$ cat config.mk
export PLATFORM = sky130hd
export DESIGN_NAME = alu_operand_fetch_flat
export DESIGN_NICKNAME = d
export VERILOG_FILES = /design/src/rtl/alu_defs.sv /design/src/rtl/alu_operand_fetch_if.sv /design/src/rtl/alu_operand_fetch_reg_file.sv /design/src/rtl/alu_operand_fetch.sv /design/src/flat_wrapper.sv
export SDC_FILE = /design/constraint.sdc
export NUM_CORES = 1
export LEC_CHECK = 0
export CAP_MARGIN = 20
export CORE_MARGIN = 2
export CORE_UTILIZATION = 30
export DETAILED_ROUTE_END_ITERATION = 10
export HOLD_SLACK_MARGIN = 0.06
export PLACE_DENSITY = 0.57
export SETUP_SLACK_MARGIN = 0.1
export SKIP_CTS_REPAIR_TIMING = 1
export SLEW_MARGIN = 5
export SYNTH_ARGS = -nofsm -noshare
export SYNTH_HDL_FRONTEND = slang
export SYNTH_HIERARCHICAL = 1
export SYNTH_SLANG_ARGS = --single-unit
$ cat constraint.sdc
create_clock -name clk -period 10.8 [get_ports clk]
set_input_delay 2.7 -clock clk [delete_from_list [all_inputs] [get_ports clk]]
set_output_delay 2.7 -clock clk [all_outputs]
set_load 0.005 [all_outputs]
$ cat src/rtl/alu_defs.sv
// Shared opcode and CLFZN flag definitions for the ALU operand-fetch stage and its neighbours.
package alu_defs;

  localparam logic [3:0] OP_RTYPE = 4'b0000;
  localparam logic [3:0] OP_ADDI  = 4'b0101;
  localparam logic [3:0] OP_ADDUI = 4'b0110;
  localparam logic [3:0] OP_ADDCI = 4'b0111;
  localparam logic [3:0] OP_EXT   = 4'b1010;

  localparam int FLG_C = 4;
  localparam int FLG_L = 3;
  localparam int FLG_F = 2;
  localparam int FLG_Z = 1;
  localparam int FLG_N = 0;

  // Immediate forms replace Rsrc with the low instruction byte.
  function automatic logic is_imm_op(input logic [3:0] opcode);
    is_imm_op = (opcode == OP_ADDI) || (opcode == OP_ADDUI) || (opcode == OP_ADDCI);
  endfunction

  function automatic logic is_signed_imm(input logic [3:0] opcode);
    is_signed_imm = (opcode == OP_ADDI) || (opcode == OP_ADDCI);
  endfunction

endpackage

$ cat src/rtl/alu_operand_fetch_if.sv
// Instruction-in / operation-out handshake bundle of the operand-fetch stage.
interface alu_operand_fetch_if #(
  parameter int DATA_W = 16,
  parameter int ADDR_W = 4
);

  logic              instr_valid;
  logic              instr_ready;
  logic [15:0]       instr;
  logic              op_valid;
  logic              op_ready;
  logic [DATA_W-1:0] A;
  logic [DATA_W-1:0] B;
  logic [3:0]        opcode;
  logic [3:0]        opext;
  logic [ADDR_W-1:0] dest;

  modport master (
    output instr_valid, instr, op_ready,
    input  instr_ready, op_valid, A, B, opcode, opext, dest
  );

  modport slave (
    input  instr_valid, instr, op_ready,
    output instr_ready, op_valid, A, B, opcode, opext, dest
  );

endinterface

$ cat src/rtl/alu_operand_fetch_reg_file.sv
// General register file: two asynchronous read ports, one synchronous write port, cleared on reset.
module reg_file #(
  parameter int DATA_W = 16,
  parameter int NREGS  = 16,
  parameter int ADDR_W = 4
) (
  input  logic              clk,
  input  logic              reset,
  input  logic              wr_en,
  input  logic [ADDR_W-1:0] wr_addr,
  input  logic [DATA_W-1:0] wr_data,
  input  logic [ADDR_W-1:0] rd_addr_a,
  output logic [DATA_W-1:0] rd_data_a,
  input  logic [ADDR_W-1:0] rd_addr_b,
  output logic [DATA_W-1:0] rd_data_b
);

  logic [DATA_W-1:0] regs [NREGS];

  // R0 is an ordinary register here; nothing is hardwired to zero.
  always_ff @(posedge clk or posedge reset) begin
    if (reset) begin
      for (int i = 0; i < NREGS; i++) begin
        regs[i] <= '0;
      end
    end else if (wr_en) begin
      regs[wr_addr] <= wr_data;
    end
  end

  assign rd_data_a = regs[rd_addr_a];
  assign rd_data_b = regs[rd_addr_b];

endmodule

$ cat src/rtl/alu_operand_fetch.sv
// Operand-fetch stage feeding the 16-bit ALU; also owns register write-back and the CLFZN status register.
module alu_operand_fetch
  import alu_defs::*;
#(
  parameter int DATA_W = 16,
  parameter int NREGS  = 16,
  parameter int ADDR_W = 4
) (
  input  logic                clk,
  input  logic                reset,
  alu_operand_fetch_if.slave  bus,
  input  logic                wb_en,
  input  logic [ADDR_W-1:0]   wb_addr,
  input  logic [DATA_W-1:0]   wb_data,
  input  logic                flags_en,
  input  logic [4:0]          flags_in,
  output logic [4:0]          psr
);

  logic [ADDR_W-1:0] ra_idx;
  logic [ADDR_W-1:0] rb_idx;
  logic [DATA_W-1:0] rf_a;
  logic [DATA_W-1:0] rf_b;
  logic [DATA_W-1:0] a_next;
  logic [DATA_W-1:0] reg_b;
  logic [DATA_W-1:0] b_next;
  logic [3:0]        op_in;
  logic [7:0]        imm8;
  logic              accept;

  assign op_in  = bus.instr[15:12];
  assign ra_idx = bus.instr[11:8];
  assign rb_idx = bus.instr[3:0];
  assign imm8   = bus.instr[7:0];

  reg_file #(
    .DATA_W (DATA_W),
    .NREGS  (NREGS),
    .ADDR_W (ADDR_W)
  ) u_reg_file (
    .clk       (clk),
    .reset     (reset),
    .wr_en     (wb_en),
    .wr_addr   (wb_addr),
    .wr_data   (wb_data),
    .rd_addr_a (ra_idx),
    .rd_data_a (rf_a),
    .rd_addr_b (rb_idx),
    .rd_data_b (rf_b)
  );

  // A write landing in the accept cycle must win over the stale register contents.
  always_comb begin
    a_next = rf_a;
    reg_b  = rf_b;
    b_next = '0;
    if (wb_en && (wb_addr == ra_idx)) begin
      a_next = wb_data;
    end
    if (wb_en && (wb_addr == rb_idx)) begin
      reg_b = wb_data;
    end
    if (is_imm_op(op_in)) begin
      if (is_signed_imm(op_in)) begin
        b_next = {{(DATA_W-8){imm8[7]}}, imm8};
      end else begin
        b_next = {{(DATA_W-8){1'b0}}, imm8};
      end
    end else begin
      b_next = reg_b;
    end
  end

  assign bus.instr_ready = !bus.op_valid || bus.op_ready;
  assign accept          = bus.instr_valid && bus.instr_ready;

  // Single-entry output register; fields only change on accept so a stalled op stays bit-stable.
  always_ff @(posedge clk or posedge reset) begin
    if (reset) begin
      bus.op_valid <= 1'b0;
      bus.A        <= '0;
      bus.B        <= '0;
      bus.opcode   <= '0;
      bus.opext    <= '0;
      bus.dest     <= '0;
    end else if (accept) begin
      bus.op_valid <= 1'b1;
      bus.A        <= a_next;
      bus.B        <= b_next;
      bus.opcode   <= op_in;
      bus.opext    <= bus.instr[7:4];
      bus.dest     <= ra_idx;
    end else if (bus.op_ready) begin
      bus.op_valid <= 1'b0;
    end
  end

  // psr[FLG_C] is the carry consumed by the ADDC family downstream.
  always_ff @(posedge clk or posedge reset) begin
    if (reset) begin
      psr <= '0;
    end else if (flags_en) begin
      psr <= flags_in;
    end
  end

endmodule

$ cat src/flat_wrapper.sv
// flat-port wrapper written by rule: the top's interface ports become plain ports
module alu_operand_fetch_flat import alu_defs::*;
#(
  parameter int DATA_W = 16,
  parameter int NREGS  = 16,
  parameter int ADDR_W = 4
)
  (clk, reset, wb_en, wb_addr, wb_data, flags_en, flags_in, psr, bus_instr_valid, bus_instr, bus_op_ready, bus_instr_ready, bus_op_valid, bus_A, bus_B, bus_opcode, bus_opext, bus_dest);
  alu_operand_fetch_if #(.DATA_W(DATA_W), .ADDR_W(ADDR_W)) bus_i ();
  input  logic clk;
  input  logic reset;
  input  logic wb_en;
  input  logic [ADDR_W-1:0] wb_addr;
  input  logic [DATA_W-1:0] wb_data;
  input  logic flags_en;
  input  logic [4:0] flags_in;
  output logic [4:0] psr;
  input wire logic [$bits(bus_i.instr_valid)-1:0] bus_instr_valid;
  input wire logic [$bits(bus_i.instr)-1:0] bus_instr;
  input wire logic [$bits(bus_i.op_ready)-1:0] bus_op_ready;
  output wire logic [$bits(bus_i.instr_ready)-1:0] bus_instr_ready;
  output wire logic [$bits(bus_i.op_valid)-1:0] bus_op_valid;
  output wire logic [$bits(bus_i.A)-1:0] bus_A;
  output wire logic [$bits(bus_i.B)-1:0] bus_B;
  output wire logic [$bits(bus_i.opcode)-1:0] bus_opcode;
  output wire logic [$bits(bus_i.opext)-1:0] bus_opext;
  output wire logic [$bits(bus_i.dest)-1:0] bus_dest;
  assign bus_i.instr_valid = bus_instr_valid;
  assign bus_i.instr = bus_instr;
  assign bus_i.op_ready = bus_op_ready;
  assign bus_instr_ready = bus_i.instr_ready;
  assign bus_op_valid = bus_i.op_valid;
  assign bus_A = bus_i.A;
  assign bus_B = bus_i.B;
  assign bus_opcode = bus_i.opcode;
  assign bus_opext = bus_i.opext;
  assign bus_dest = bus_i.dest;
  alu_operand_fetch #(.DATA_W(DATA_W), .NREGS(NREGS), .ADDR_W(ADDR_W)) u_core (.clk(clk), .reset(reset), .bus(bus_i), .wb_en(wb_en), .wb_addr(wb_addr), .wb_data(wb_data), .flags_en(flags_en), .flags_in(flags_in), .psr(psr));
endmodule
Word-level counts from Yosys, hierarchy flattened
Index checks and enable logic that the tools add are counted.
{"block": "word_totals", "register_bits": 306, "inputBits": 47, "out_inout_bits": 51, "word_cells": 60}
{"block": "op_classes", "order_cmp": 4, "eq_ne": 5, "mux": 15, "bitwise_logic": 3, "n_reduce_logical": 10}
{"op": "$bwmux W256", "n": 1}
{"op": "$mux W16", "n": 9}
{"op": "$bmux W16 S4", "n": 2}
{"op": "$demux W16 S4", "n": 1}
{"op": "$ge A5 B5 Y1 const B", "n": 3}
{"op": "$not A4 Y5", "n": 3}
{"op": "$eq A4 B3 Y1 const B", "n": 3}
{"op": "$eq A4 B4 Y1", "n": 2}
{"op": "$lt A5 B1 Y1 const B", "n": 1}
{"op": "$logic_and A1 B1 Y1", "n": 4}
{"op": "$logic_or A1 B1 Y1", "n": 4}
{"op": "$mux W1", "n": 2}
{"op": "$reduce_bool A2 Y1", "n": 1}
{"op": "$logic_not A1 Y1", "n": 1}

Depth between registers and ports, before layout
{"block": "logic_depth", "depth_word": 6, "mapped_depth": 8, "mapped_depth_nobuf": 5}

Cells and area by module
Netlist, hierarchy kept.
{"mod": "reg_file", "n_inst": 1, "cells_per_inst": 852, "area_each_um2": 13487.9, "seq_area_each_um2": 6406.1}
{"mod": "alu_operand_fetch", "n_inst": 1, "cells_per_inst": 246, "area_each_um2": 2454.9, "seq_area_each_um2": 1251.2}

Worst setup path before layout
OpenSTA, ideal clock, no wires.
{"block": "synth_path", "kind": "input port to output port", "start": "input bus_op_ready", "end": "output bus_instr_ready", "arrival_ns": 2.864, "t_required_ns": 8.100, "slack_ns": 5.236, "stages": 1, "path_buffers": 0, "path_cell_list": "nand2b_1"}
{"block": "synth_via", "elab_chain_cells": 1}
{"element": "from (decl)", "line_no": "flat_wrapper.sv:20", "text": "input wire logic [$bits(bus_i.op_ready)-1:0] bus_op_ready;"}
{"element": "$logic_or A1 B1 Y1", "line_no": "alu_operand_fetch.sv:74", "text": "assign bus.instr_ready = !bus.op_valid || bus.op_ready;"}
{"element": "to (decl)", "line_no": "flat_wrapper.sv:21", "text": "output wire logic [$bits(bus_i.instr_ready)-1:0] bus_instr_ready;"}
Every way passes these cells.

Worst setup path after layout
Same ends and word-level chain as after synthesis.

==> insert_results.sql <==
INSERT INTO impl_metrics (metric_group, metric, value, unit) VALUES
('timing', 'maxClockFrequency', '153', 'MHz'),
('logic_synthesis', 'yosys_register_bits', '306', ''),
('detailed_routing', 'first_pass_iters', '7', ''),
('detailed_routing', 'detailedRoute.firstIterationViolations', '854', ''),
('placement', 'place_hpwl', '27000', 'um'),
('power_and_ir_drop', 'seq_power_share', '44.9', '%'),
('timing', 'tightest_slew', '1.01', 'ns'),
('critical_path', 'crit_path_max_fanout', '4', ''),
('timing', 'setup_viol', '0', ''),
('grt', 'track_usage', '16.7', '%'),
('floorplan', 'core_area', '52600', 'um^2'),
('logic_synthesis', 'synth_cells', '1098', ''),
('finish', 'layout-drive-gt1-share', '41.6', '%'),
('floorplan', 'count_of_pins_on_the_block_boundary', '98', ''),
('critical_path', 'timing.setup.critical_path_class', 'input pin to output pin', ''),
('grt', 'number_of_antenna_violations_at_the_first_check_in_global_routing', '0', ''),
('timing', 'final_period_minus_worst_setup_slack', '6.55', 'ns'),
('detailed_routing', 'detail_routed_via_count_per_cell', '5.50', ''),
('clock_tree', 'cts_buffer_depth', '3', ''),
('detailed_routing', 'route.antenna.remaining_nets', '0', ''),
('detailed_routing', 'post-route-drc-count', '0', ''),
('timing', 'worst_slew_margin_rel', '32.4', '%'),
('timing', 'final.setup.worst_slack', '4.25', 'ns'),
('floorplan', 'start_util', '30.3', '%'),
('power_and_ir_drop', 'power.share.combinational', '23.1', '%'),
('detailed_routing', 'route.vias.total', '10300', ''),
('critical_path', 'critPathLaunchType', 'input pin', ''),
('grt', 'grt_first_pass_wirelength', '68400', 'um'),
('logic_synthesis', 'yosys-top-cells-area', 'dfrtp_1 48%, mux4_2 18%, mux2_2 17%', ''),
('timing', 'final_clock_period_utilization_by_the_worst_path', '60.7', '%'),
('grt', 'number_of_global_route_vias_before_repair', '10500', ''),
('power_and_ir_drop', 'p_sw', '0.954', 'mW'),
('logic_synthesis', 'warnings_from_yosys', '6', ''),
('logic_synthesis', 'yosysUniqueCellTypes', '44', ''),
('finish', 'diodes', '0', ''),
('logic_synthesis', 'synth_net_count', '1145', ''),
('critical_path', 'critical_path_required', '8.10', 'ns'),
('power_and_ir_drop', 'cell_leakage_power', '7.77', 'nW'),
('logic_synthesis', 'register_area_share_after_synthesis', '48.0', '%'),
('placement', 'finalWeightedCongestion', '0.758', ''),
('floorplan', 'die_width', '235', 'um'),
('logic_synthesis', 'syn_avg_cell_area', '14.5', 'um^2'),
('clock_tree', 'htree_levels', '2', ''),
('timing', 'grt_setup_unrepaired', 'no', ''),
('run_status', 'status', 'complete, no violations', ''),
('clock_tree', 'clock-root-buffer', 'clkbuf_16', ''),
('power_and_ir_drop', 'worst_voltage_drop_across_the_vdd_grid', '0.117', 'mV'),
('logic_synthesis', 'asyncSetResetFlopFracSynth', '100', '%'),
('finish', 'design.final.nets', '1214', ''),
('logic_synthesis', 'ys_dominant_reg_cell', 'dfrtp_1', ''),
('run', 'drv.max_cap_violation_count', '0', ''),
('clock_tree', 'numCtsBuffers', '34', ''),
('clock_tree', 'tritoncts', 'built', ''),
('min_path', 'worstHoldPathType', 'flip-flop to flip-flop', ''),
('clock_tree', 'path_clk_slew', '0.06', 'ns'),
('timing', 'finalSetupTns', '0', 'ns'),
('power_and_ir_drop', 'power_per_cell_area', '190', 'nW/um^2'),
('finish', 'most-common-layout-cells', '306 x dfrtp_1, 236 x mux2_2, 128 x mux4_2', ''),
('timing', 'timing.clock.skew', '0.0167', 'ns'),
('finish', 'layout.cells.most_common', 'dfrtp_1', ''),
('timing', 'hold_violations', '0', ''),
('critical_path', 'timing.critical_path.to_type', 'output pin', ''),
('detailed_routing', 'wl_per_cell', '24.4', 'um'),
('power_and_ir_drop', 'power_frac_clock', '32.0', '%'),
('placement', 'io_port_bufs', '97', ''),
('clock_tree', 'clkSinkCount', '306', ''),
('power_and_ir_drop', 'sw_frac_of_total', '26.8', '%'),
('detailed_routing', 'route.final.wire_length', '45900', 'um'),
('finish', 'postLayoutCoreUtil', '35.6', '%'),
('logic_synthesis', 'biggest_area_consumer_among_synthesized_cells', 'dfrtp_1', ''),
('timing', 'drv_slew', '0', '');
==> power by group through the flow <==
stage	combinational [mW]	sequential [mW]	clock, mW
6_report	0.821	1.60	1.14
5_1_grt	0.882	1.63	1.21
4_1_cts	0.824	1.59	1.17
3_5_place_dp	0.823	1.61	0
3_3_place_gp	0.805	1.59	0
2_1_floorplan	0.591	1.56	0
==> per-layer routing <==
layer,up-vias,wire (um),global-route usage [%]
li1,4363,-,-
met2,380,20800,26.2
met5,-,0,0
met3,67,3220,3.03
met1,5514,20700,23.7
met4,0,1080,4.62
==> worst max-delay path: stages <==
cell	delay, ns
clkdlybuf4s50_1	0.46
nand2b_1	0.17
clkdlybuf4s50_1	0.52
==> synthesized netlist by cell type, types with 4 or more instances <==
| cell type | number |
|---|---|
| clkbuf_1 | 38 |
| nand2b_1 | 4 |
| buf_1 | 4 |
| mux2_2 | 236 |
| o22ai_1 | 8 |
| nand2_1 | 85 |
| buf_6 | 5 |
| o211ai_1 | 16 |
| mux4_2 | 128 |
| mux2_1 | 5 |
| buf_2 | 45 |
| mux2i_1 | 24 |
| a21oi_1 | 16 |
| inv_1 | 7 |
| o21ai_0 | 16 |
| o21ai_1 | 11 |
| a22oi_1 | 64 |
| nor2b_1 | 7 |
| mux2_4 | 20 |
| nor2_1 | 8 |
| dfrtp_1 | 306 |
| o2111ai_1 | 9 |
==> flip-flops by register name (all words and copies together), names as in the netlist <==
register	count
u_core/bus.opcode	4
u_core/bus.op_valid	1
u_core/u_reg_file/regs	256
u_core/bus.B	16
u_core/bus.A	16
u_core/psr	5
u_core/bus.dest	4
u_core/bus.opext	4
==> path summary, 6_finish.rpt <==
check                                         start                     endpoint  slack [ns]  depth (start not counted)
worst max-delay path                   bus_op_ready              bus_instr_ready        4.25                          3
worst min-delay path            u_core/bus.opext[3]          u_core/bus.opext[3]        0.47                          2
worst max register to register  u_core/bus.op_valid             u_core/bus.B[13]        8.83                          6
worst min register to register  u_core/bus.opext[3]          u_core/bus.opext[3]        0.47                          2
max in group asynchronous                     reset  u_core/u_reg_file/regs[185]        6.69                          3
min in group asynchronous                     reset  u_core/u_reg_file/regs[212]        2.73                          2
==> metrics by stage <==
step / area, um^2 / hold slack [ns] / power, mW / instances
floorplan: 15900 / 0.470 / 2.15 / 1098
global placement: 17600 / 0.458 / 2.39 / 1818
detailed placement: 17600 / 0.463 / 2.43 / 1818
CTS: 18700 / 0.477 / 3.58 / 1877
global route: 18700 / 0.496 / 3.73 / 1878
finish: 18700 / 0.473 / 3.55 / 1878
==> cell families (layout without fill, tap and decap cells) <==
family | count (synthesis) | in the layout | share of synthesized area (%)
flops | 306 | 306 | 48.0
simple gates | 129 | 129 | 3.93
xor+xnor | 2 | 2 | 0.110
compound gates | 144 | 144 | 6.18
buf+inv | 104 | 196 | 3.25
mux | 413 | 413 | 38.5
==> area by class of cell <==
| type | instances | area, um^2 |
|---|---|---|
| tap | 688 | 861 |
| inverter | 7 | 33.8 |
| fill | 4995 | 33900 |
| clock buffer | 54 | 1070 |
| multi-input combinational | 688 | 7820 |
| timing repair buffer | 130 | 1230 |
| clock inverter | 5 | 27.5 |
| sequential | 306 | 7660 |
Power figures use the tool's default switching activity.
